$ cat config.mk
export PLATFORM = sky130hd
export DESIGN_NAME = seg7_scan_driver_flat
export DESIGN_NICKNAME = d
export VERILOG_FILES = /design/src/rtl/seg7_pkg.sv /design/src/rtl/seg7_scan_driver_if.sv /design/src/rtl/hex_to_seg7.sv /design/src/rtl/seg7_scan_driver.sv /design/src/flat_wrapper.sv
export SDC_FILE = /design/constraint.sdc
export NUM_CORES = 1
export LEC_CHECK = 0
export CAP_MARGIN = 20
export CORE_UTILIZATION = 58
export DETAILED_ROUTE_END_ITERATION = 8
export PLACE_DENSITY = 0.86
export SLEW_MARGIN = 20
export SYNTH_ARGS = -nofsm -noshare
export SYNTH_HDL_FRONTEND = slang
export SYNTH_HIERARCHICAL = 1
export SYNTH_SLANG_ARGS = --single-unit
$ cat constraint.sdc
create_clock -name clk -period 2.2 [get_ports clk]
set_input_delay 0.55 -clock clk [delete_from_list [all_inputs] [get_ports clk]]
set_output_delay 0.55 -clock clk [all_outputs]
set_load 0.03 [all_outputs]
$ cat src/rtl/seg7_pkg.sv
// Shared definitions for the 7-segment scan driver: segment bit positions,
// the hex glyph table and the scan FSM state encoding.
package seg7_pkg;

  // Segment bit positions inside a {G,F,E,D,C,B,A} vector.
  localparam int SEG_A = 0;
  localparam int SEG_B = 1;
  localparam int SEG_C = 2;
  localparam int SEG_D = 3;
  localparam int SEG_E = 4;
  localparam int SEG_F = 5;
  localparam int SEG_G = 6;

  typedef logic [SEG_G:SEG_A] seg7_t;

  // Active-high glyphs for 0..F (lower-case b and d keep them distinct from 8 and 0).
  localparam seg7_t SEG7_TABLE [0:15] = '{
    7'b0111111, 7'b0000110, 7'b1011011, 7'b1001111,
    7'b1100110, 7'b1101101, 7'b1111101, 7'b0000111,
    7'b1111111, 7'b1100111, 7'b1110111, 7'b1111100,
    7'b0111001, 7'b1011110, 7'b1111001, 7'b1110001
  };

  typedef enum logic {
    ST_BLANK = 1'b0,
    ST_ON    = 1'b1
  } state_t;

  function automatic seg7_t seg7_decode(input logic [3:0] nibble);
    return SEG7_TABLE[nibble];
  endfunction

endpackage

$ cat src/rtl/seg7_scan_driver_if.sv
// Bus between the value producer and the scan driver, plus the pin-facing outputs.
interface seg7_scan_driver_if #(
  parameter int DIGITS = 4
);
  logic [4*DIGITS-1:0] value;
  logic [DIGITS-1:0]   dp;
  logic                lz_blank;
  logic                load;
  logic                pending;
  logic                frame_start;
  logic [6:0]          seg;
  logic                dp_out;
  logic [DIGITS-1:0]   digit_en;

  modport master (
    output value, dp, lz_blank, load,
    input  pending, frame_start, seg, dp_out, digit_en
  );

  modport slave (
    input  value, dp, lz_blank, load,
    output pending, frame_start, seg, dp_out, digit_en
  );
endinterface

$ cat src/rtl/hex_to_seg7.sv
// Combinational nibble to active-high {G..A} segment decoder.
module hex_to_seg7
  import seg7_pkg::*;
(
  input  logic [3:0] i_nibble,
  output seg7_t      o_seg
);

  assign o_seg = seg7_decode(i_nibble);

endmodule

$ cat src/rtl/seg7_scan_driver.sv
// Time-multiplexed 7-segment driver: double-buffered value, frame-aligned
// commit, per-digit dead time, leading-zero blanking, selectable polarity.
module seg7_scan_driver
  import seg7_pkg::*;
#(
  parameter int DIGITS         = 4,
  parameter int ON_CYCLES      = 4000,
  parameter int BLANK_CYCLES   = 40,
  parameter bit SEG_ACTIVE_LOW = 1'b0,
  parameter bit DIG_ACTIVE_LOW = 1'b0
) (
  input logic clk,
  input logic reset,
  seg7_scan_driver_if.slave bus
);

  localparam int CNT_MAX = (ON_CYCLES > BLANK_CYCLES) ? ON_CYCLES : BLANK_CYCLES;
  localparam int CNT_W   = (CNT_MAX > 1) ? $clog2(CNT_MAX) : 1;
  localparam int IDX_W   = (DIGITS > 1) ? $clog2(DIGITS) : 1;

  state_t              r_state, w_state_next;
  logic [CNT_W-1:0]    r_cnt, w_cnt_next;
  logic [IDX_W-1:0]    r_idx, w_idx_next;

  logic [4*DIGITS-1:0] r_shadow_value, r_active_value;
  logic [DIGITS-1:0]   r_shadow_dp, r_active_dp;
  logic                r_shadow_lz, r_active_lz;
  logic                r_pending;

  logic                w_commit;
  seg7_t               w_dec [DIGITS];
  logic [DIGITS-1:0]   w_zero;
  logic [DIGITS-1:0]   w_blank;
  logic                w_show;
  seg7_t               w_seg_next;
  logic                w_dp_next;
  logic [DIGITS-1:0]   w_en_next;

  seg7_t               r_seg;
  logic                r_dp_out;
  logic [DIGITS-1:0]   r_digit_en;
  logic                r_frame_start;

  // The commit point is the very first blank cycle in front of digit 0.
  assign w_commit = (r_state == ST_BLANK) && (r_idx == '0) && (r_cnt == '0);

  // Scan state register; reset drops straight back into the digit-0 blank slot.
  always_ff @(posedge clk) begin
    if (reset) begin
      r_state <= ST_BLANK;
      r_cnt   <= '0;
      r_idx   <= '0;
    end else begin
      r_state <= w_state_next;
      r_cnt   <= w_cnt_next;
      r_idx   <= w_idx_next;
    end
  end

  // Slot sequencing: BLANK_CYCLES of dead time, then ON_CYCLES of drive, then next digit.
  always_comb begin
    w_state_next = r_state;
    w_cnt_next   = r_cnt + 1'b1;
    w_idx_next   = r_idx;
    case (r_state)
      ST_BLANK: begin
        if (r_cnt == CNT_W'(BLANK_CYCLES - 1)) begin
          w_state_next = ST_ON;
          w_cnt_next   = '0;
        end
      end
      ST_ON: begin
        if (r_cnt == CNT_W'(ON_CYCLES - 1)) begin
          w_state_next = ST_BLANK;
          w_cnt_next   = '0;
          w_idx_next   = (r_idx == IDX_W'(DIGITS - 1)) ? '0 : r_idx + 1'b1;
        end
      end
    endcase
  end

  // Double buffer: loads land in the shadow; only the commit point updates active.
  // A load coinciding with the commit point bypasses the shadow entirely.
  always_ff @(posedge clk) begin
    if (reset) begin
      r_shadow_value <= '0;
      r_shadow_dp    <= '0;
      r_shadow_lz    <= 1'b0;
      r_active_value <= '0;
      r_active_dp    <= '0;
      r_active_lz    <= 1'b0;
      r_pending      <= 1'b0;
    end else begin
      if (bus.load) begin
        r_shadow_value <= bus.value;
        r_shadow_dp    <= bus.dp;
        r_shadow_lz    <= bus.lz_blank;
      end
      if (w_commit) begin
        if (bus.load) begin
          r_active_value <= bus.value;
          r_active_dp    <= bus.dp;
          r_active_lz    <= bus.lz_blank;
          r_pending      <= 1'b0;
        end else if (r_pending) begin
          r_active_value <= r_shadow_value;
          r_active_dp    <= r_shadow_dp;
          r_active_lz    <= r_shadow_lz;
          r_pending      <= 1'b0;
        end
      end else if (bus.load) begin
        r_pending <= 1'b1;
      end
    end
  end

  // One decoder per digit; the scan index then just selects a glyph.
  for (genvar gi = 0; gi < DIGITS; gi++) begin : g_digit
    hex_to_seg7 u_dec (
      .i_nibble (r_active_value[4*gi +: 4]),
      .o_seg    (w_dec[gi])
    );
    assign w_zero[gi] = (r_active_value[4*gi +: 4] == 4'h0) && !r_active_dp[gi];
  end

  // Leading-zero run from the top digit down; a set dp breaks the run, digit 0 always shows.
  always_comb begin
    logic w_run;
    w_run   = 1'b1;
    w_blank = '0;
    for (int k = DIGITS - 1; k >= 0; k--) begin
      w_run      = w_run & w_zero[k];
      w_blank[k] = (k != 0) && r_active_lz && w_run;
    end
  end

  // Active-high output values for the current slot; blank slots and blanked digits stay dark.
  always_comb begin
    w_show     = (r_state == ST_ON) && !w_blank[r_idx];
    w_seg_next = w_show ? w_dec[r_idx] : '0;
    w_dp_next  = w_show && r_active_dp[r_idx];
    w_en_next  = w_show ? (DIGITS'(1) << r_idx) : '0;
  end

  // Output registers; polarity inversion is applied only here.
  always_ff @(posedge clk) begin
    if (reset) begin
      r_seg         <= {7{SEG_ACTIVE_LOW}};
      r_dp_out      <= SEG_ACTIVE_LOW;
      r_digit_en    <= {DIGITS{DIG_ACTIVE_LOW}};
      r_frame_start <= 1'b0;
    end else begin
      r_seg         <= w_seg_next ^ {7{SEG_ACTIVE_LOW}};
      r_dp_out      <= w_dp_next ^ SEG_ACTIVE_LOW;
      r_digit_en    <= w_en_next ^ {DIGITS{DIG_ACTIVE_LOW}};
      r_frame_start <= w_commit;
    end
  end

  assign bus.seg         = r_seg;
  assign bus.dp_out      = r_dp_out;
  assign bus.digit_en    = r_digit_en;
  assign bus.frame_start = r_frame_start;
  assign bus.pending     = r_pending;

endmodule

$ cat src/flat_wrapper.sv
// flat-port wrapper written by rule: the top's interface ports become plain ports
module seg7_scan_driver_flat import seg7_pkg::*;
#(
  parameter int DIGITS         = 4,
  parameter int ON_CYCLES      = 4000,
  parameter int BLANK_CYCLES   = 40,
  parameter bit SEG_ACTIVE_LOW = 1'b0,
  parameter bit DIG_ACTIVE_LOW = 1'b0
)
  (clk, reset, bus_value, bus_dp, bus_lz_blank, bus_load, bus_pending, bus_frame_start, bus_seg, bus_dp_out, bus_digit_en);
  seg7_scan_driver_if #(.DIGITS(DIGITS)) bus_i ();
  input logic clk;
  input logic reset;
  input wire logic [$bits(bus_i.value)-1:0] bus_value;
  input wire logic [$bits(bus_i.dp)-1:0] bus_dp;
  input wire logic [$bits(bus_i.lz_blank)-1:0] bus_lz_blank;
  input wire logic [$bits(bus_i.load)-1:0] bus_load;
  output wire logic [$bits(bus_i.pending)-1:0] bus_pending;
  output wire logic [$bits(bus_i.frame_start)-1:0] bus_frame_start;
  output wire logic [$bits(bus_i.seg)-1:0] bus_seg;
  output wire logic [$bits(bus_i.dp_out)-1:0] bus_dp_out;
  output wire logic [$bits(bus_i.digit_en)-1:0] bus_digit_en;
  assign bus_i.value = bus_value;
  assign bus_i.dp = bus_dp;
  assign bus_i.lz_blank = bus_lz_blank;
  assign bus_i.load = bus_load;
  assign bus_pending = bus_i.pending;
  assign bus_frame_start = bus_i.frame_start;
  assign bus_seg = bus_i.seg;
  assign bus_dp_out = bus_i.dp_out;
  assign bus_digit_en = bus_i.digit_en;
  seg7_scan_driver #(.DIGITS(DIGITS), .ON_CYCLES(ON_CYCLES), .BLANK_CYCLES(BLANK_CYCLES), .SEG_ACTIVE_LOW(SEG_ACTIVE_LOW), .DIG_ACTIVE_LOW(DIG_ACTIVE_LOW)) u_core (.clk(clk), .reset(reset), .bus(bus_i));
endmodule
# ---- After elaboration in Yosys (flattened, before gate mapping)
# Memories as Yosys holds them, arrays and structs flattened.
# Index checks and enable logic that the tools add are counted.
dict set report classes {
  n_shift 1
  n_eq_ne 3
  addsub 2
  reduce_logical 24
  n_mux 28
  n_bitwise 9
  magnitude_cmp 6
}
# op n
set ops {}
lappend ops {{2-to-1 mux 7 bit} 10}
lappend ops {{2-to-1 mux 16 bit} 2}
lappend ops {{2-to-1 mux 12 bit} 2}
lappend ops {{case mux 12 bit (2 select lines)} 1}
lappend ops {{>= comparator 5 bit (second input constant)} 4}
lappend ops {{inverter 4 -> 5 bit} 4}
lappend ops {{binary-select mux 7 bit (select 2 bit)} 1}
lappend ops {{adder 12 x 1 -> 12 bit (second input constant)} 1}
lappend ops {{== test 12 bit (second input constant)} 1}
lappend ops {{== test 12 x 6 -> 1 bit (second input constant)} 1}
lappend ops {{zero test 12 bit} 1}
lappend ops {{zero test 4 bit} 3}
lappend ops {{logical AND 1 bit} 10}
lappend ops {{2-to-1 mux 4 bit} 2}
lappend ops {{2-to-1 mux 1 bit} 6}
lappend ops {{binary-select mux 1 bit (select 2 bit)} 2}
lappend ops {{zero test 1 bit} 4}
lappend ops {{AND reduction 2 bit} 2}
lappend ops {{OR reduction 2 bit} 2}
lappend ops {{<< shifter 1 x 2 -> 4 bit (first input constant)} 1}
lappend ops {{>= comparator 3 bit (second input constant)} 1}
lappend ops {{less-than comparator 2 x 3 -> 1 bit (second input constant)} 1}
lappend ops {{inverter 2 -> 3 bit} 1}
lappend ops {{adder 2 x 1 -> 2 bit (second input constant)} 1}
lappend ops {{7 further kinds} 9}
dict set report word_totals {
  wordCells 91
  out_inout_bits 14
  ff_bits 71
  mem_count 4
  input_bits 24
  romBits 448
}
# memory depth width read_ports rd_ports_with_merged_regs write_ports line
set memory_table {}
lappend memory_table {{(name not given)} 16 7 1 0 0 seg7_pkg.sv:30} ;# return SEG7_TABLE[nibble];
lappend memory_table {{(name not given)} 16 7 1 0 0 seg7_pkg.sv:30}
lappend memory_table {{(name not given)} 16 7 1 0 0 seg7_pkg.sv:30}
lappend memory_table {{(name not given)} 16 7 1 0 0 seg7_pkg.sv:30}

# ---- Depth between registers and ports, before layout
dict set report depth {
  ltp_word 11
  ltp_mapped 8
  mapped_depth_nobuf 8
}

# ---- Hierarchy
# Netlist, hierarchy kept.
# mod area_per_inst_um2 n_inst cells_per_inst seq_area_each_um2
set by_module_without_submodules {}
lappend by_module_without_submodules {seg7_scan_driver 3006.6 1 280 1421.4}
lappend by_module_without_submodules {{hex_to_seg7 (u_core.g_digit[2].u_dec ...)} 305.3 2 40 0.0}
lappend by_module_without_submodules {{hex_to_seg7 (u_core.g_digit[0].u_dec)} 295.3 1 41 0.0}
lappend by_module_without_submodules {{hex_to_seg7 (u_core.g_digit[1].u_dec)} 274.0 1 40 0.0}

# ---- Least setup slack after synthesis
# OpenSTA, ideal clock, no wires.
dict set report synth_timing {
  path_type {register to register}
  startpoint {register u_core.r_active_value[12]}
  endpoint {register u_core.r_seg[1], in the netlist u_core/bus.seg[1]}
  n_path_buf 0
  stages_incl_launch_ff 9
  synth_period_minus_slack_ps 1794
  setup_time_ps 139
  slack_ps 406
  t_arrival_ps 1654
  t_required_ps 2061
  path_cell_list {dfxtp_1 > inv_1 > ha_1 > nor2b_1 > o21ai_1 > o21a_1 > mux4_2 > nand2_1 > nor2_1}
}
# item line
set synth_lines {}
lappend synth_lines {{start: declaration} seg7_scan_driver.sv:25} ;# logic [4*DIGITS-1:0] r_shadow_value, r_active_value;
lappend synth_lines {{start signal: assignment} seg7_scan_driver.sv:101} ;# r_active_value <= bus.value;
lappend synth_lines {{start signal: assignment} seg7_scan_driver.sv:106} ;# r_active_value <= r_shadow_value;
lappend synth_lines {{end signal: assignment} seg7_scan_driver.sv:148} ;# r_seg <= {7{SEG_ACTIVE_LOW}};
lappend synth_lines {{end signal: assignment} seg7_scan_driver.sv:153} ;# r_seg <= w_seg_next ^ {7{SEG_ACTIVE_LOW}};
lappend synth_lines {{end: declaration} seg7_scan_driver.sv:39} ;# seg7_t r_seg;

==> key figures <==
Worst hold path
  • Hold Path Class: flip-flop to flip-flop

Floorplanning
  • Die Y: 87.0 um
  • Number of I/O pins: 38
  • Core ar.: 6870 um2
  • Site Rows: 30
  • Die width: slightly below 90 um
  • Starting Density: between 60% and 70%
  • Die area: 7560 um2

Place
  • Number of I/O port buffers: 37
  • DP Wirelength: 6.05 mm
  • Placed Instance Area: ~4600 um2
  • Gp weighted congestion: about 0.86

Critical path
  • Maximum fanout along the worst path: 6
  • Crit. End Element: flip-flop
  • Data arrival, critical path: between 2 and 2.5 ns
  • Crit Path Category: flip-flop to flip-flop
  • CP Data Required Time: between 2 and 2.5 ns
  • Startpoint types: flip-flop

Global routing
  • Total global routing overflow: 0
  • Largest net degree at the start of global routing: roughly 40
  • Global-route wire length before repair: 14.5 mm
  • Initial antenna violation count: 0
  • Vias in the first global route: about 3,200
  • GR Util All Layers: roughly 25%

Power and ir drop
  • Pwr Density: approximately 630 nW/um2
  • P_leak: 1.98 nW
  • Psw: between 800 and 900 uW
  • Sw Share: 26.5%
  • Int Pwr: roughly 2.3 mW
  • Reg power frac: between 40% and 50%
  • Peak supply drop: roughly 560 uV
  • Comb power frac: 17.4%
  • Clk pwr share: between 30% and 40%

STA
  • Peak Freq: ~490 MHz
  • RSZ-0062 raised after global routing: false
  • Post-route setup TNS: 0 ns
  • Worst Skew: approximately 0.0098 ns
  • Least-Margin Pin Slew: between 0.6 and 0.7 ns
  • Worst slew margin: about three fifths
  • Slew Limit Fails: 0
  • Final setup vio count: 0
  • Tcrit/Tclk final: between 90% and 100%
  • Final-report hold violation count: 0
  • Minimum clock period after layout: 2.05 ns

Final layout
  • Inserted Diodes: 0
  • Nets: around 530
  • Layout cells sized above 1: approximately 17%
  • Final Core Density: 70.7%
  • Syn-to-layout area delta: 16.0%
  • Cell area after layout: 4860 um2

Yosys
  • Yosys cell types: 50
  • Count leader, synth: dfxtp_1
  • Area contributors post-synth: dfxtp_1 (34%), ha_1 (9.6%), mux2_4 (7.5%)
  • Syn_nets: between 400 and 500
  • Synthesized instance count: around 440
  • Avg Cell Area, Syn: 9.49 um2
  • Yosys top cell by area: dfxtp_1
  • Yosys warns: 6
  • Post-synthesis sequential area ratio: 34.0%
  • Fraction of registers with async set/reset: 0%
  • Top cell type's share of synthesized area: between 30% and 40%
  • Commonest cells in the synthesized netlist: dfxtp_1 (71), nor2_1 (50), ha_1 (32)
  • Post-synth EDFFs: 0
  • Seq cells post-synth: 71
  • Mapped Area: ~4200 um2
  • Most used DFF post-synth: dfxtp_1

Clock network
  • Clock Sinks: 71
  • Reg clk slew, reported paths: ~0.070 ns
  • Worst-Skew Late Latency: between 0.3 and 0.4 ns
  • Buffer count from post-CTS setup fixing: 0
  • Post-CTS sizing: 0
  • Root Buffer: clkbuf_8
  • TritonCTS buffer count: 9
  • Clock Path Buffers: 2
  • CTS tree: yes
  • CTS hold repair buffers: 0
  • H-Tree Level Count: 3

Route
  • WL per Instance: between 10 and 15 um
  • DRC: 0
  • Via density: around 5.5
  • Antenna Nets Post-Route: 0
  • WL final: between 8 and 9 mm
  • Via count: 3,184
  • DR pass1 iterations: 5
  • Initial drt markers: 183

Run status
  • Status: finished clean

Job
  • Maxcap violations: 0
[worst max-delay path: stages, from the launching register on]
cell	delay (ns)
dfxtp_1	0.45
inv_1	0.16
ha_1	0.39
nor2b_1	0.15
o21ai_1	0.07
o21a_1	0.15
mux4_2	0.46
nand2_1	0.08
nor2_1	0.04
[cells in the final DEF (no fill, tap or decap), types with 3 or more instances in the layout]
cell type,instances
nor2_1,50
nor3_1,13
o21a_1,3
o21ai_1,19
mux4_2,8
nand2_1,22
o21ai_0,7
xor2_1,4
a21oi_2,7
inv_1,27
clkdlybuf4s50_1,37
a21oi_1,13
mux2_4,21
clkbuf_8,9
nand2b_1,4
mux2i_1,23
and3_1,4
ha_1,32
a22oi_2,3
nand4_1,7
nand3_1,6
a211oi_2,3
xnor2_1,6
dfxtp_1,71
a22oi_1,3
nor2_4,3
nor2b_1,29
buf_4,11
nor4b_1,3
[metal layers]
layer | vias to the layer above | GRT usage [%] | part of all wire (%)
met5 | - | 0 | 0
met4 | 0 | 10.6 | 2.0
met3 | 16 | 5.69 | 5.0
met2 | 81 | 44.7 | 51
met1 | 1512 | 28.6 | 42
li1 | 1575 | - | -
[path summary, 6_finish.rpt]
| check | end | cells past startpoint | slack (ns) | startpoint |
|---|---|---|---|---|
| max | u_core/bus.seg[1]$_SDFF_PP0_ | 8 | 0.15 | u_core/r_active_value[13]$_SDFFE_PP0P_ |
| min reg2reg | u_core/r_cnt[0]$_SDFF_PP0_ | 1 | 0.46 | u_core/r_cnt[0]$_SDFF_PP0_ |
| min | u_core/r_cnt[0]$_SDFF_PP0_ | 1 | 0.46 | u_core/r_cnt[0]$_SDFF_PP0_ |
| max reg2reg | u_core/bus.seg[1]$_SDFF_PP0_ | 8 | 0.15 | u_core/r_active_value[13]$_SDFFE_PP0P_ |
[stage by stage]
stage               power, mW  setup WS, ns  hold slack (ns)  cells
detailed placement       1.98        0.0899            0.452    563
global placement         1.95         0.177            0.443    563
CTS                      3.11         0.153            0.468    579
floorplan                1.84         0.406            0.430    441
global route             3.21        0.0136            0.496    579
finish                   3.08         0.147            0.464    579
[registers in the layout, indices dropped and copies added (netlist names)]
| name | cells |
|---|---|
| u_core/r_active_value | 16 |
| u_core/bus.dp_out | 1 |
| u_core/bus.pending | 1 |
| u_core/r_shadow_value | 16 |
| u_core/bus.frame_start | 1 |
| u_core/r_shadow_lz | 1 |
| u_core/bus.seg | 7 |
| u_core/bus.digit_en | 4 |
| u_core/r_shadow_dp | 4 |
| u_core/r_idx | 2 |
| u_core/r_active_dp | 4 |
| u_core/r_active_lz | 1 |
| u_core/r_state | 1 |
| u_core/r_cnt | 12 |
[cell type report]
cell class                      count  area, um2
Timing Repair Buffer               50        493
Fill cell                         499       2010
Inverter                           27        101
Sequential cell                    71       1420
Tap cell                           96        120
Clock inverter                      5       82.6
Multi-Input combinational cell    319       2510
Clock buffer                       11        131
[cells by family after synthesis]
family / Yosys count / synth area share, %
DFF: 71 / 34.0
xor gates and xnor gates: 10 / 2.09
buffers and inverters: 51 / 6.19
AOI/OAI and AO/OA: 62 / 9.65
and+or+nand+nor: 162 / 21.0
adders and majority gates: 32 / 9.56
muxes: 53 / 17.6
[power groups by stage]
stage                     clock, mW  sequential [mW]  combinational, mW
after floorplan                   0             1.41              0.425
after global placement            0             1.44              0.507
after detailed placement          0             1.44              0.534
after CTS                      1.15             1.42              0.538
after global routing           1.20             1.43              0.588
final                          1.13             1.42              0.537
Power figures use the tool's default switching activity.
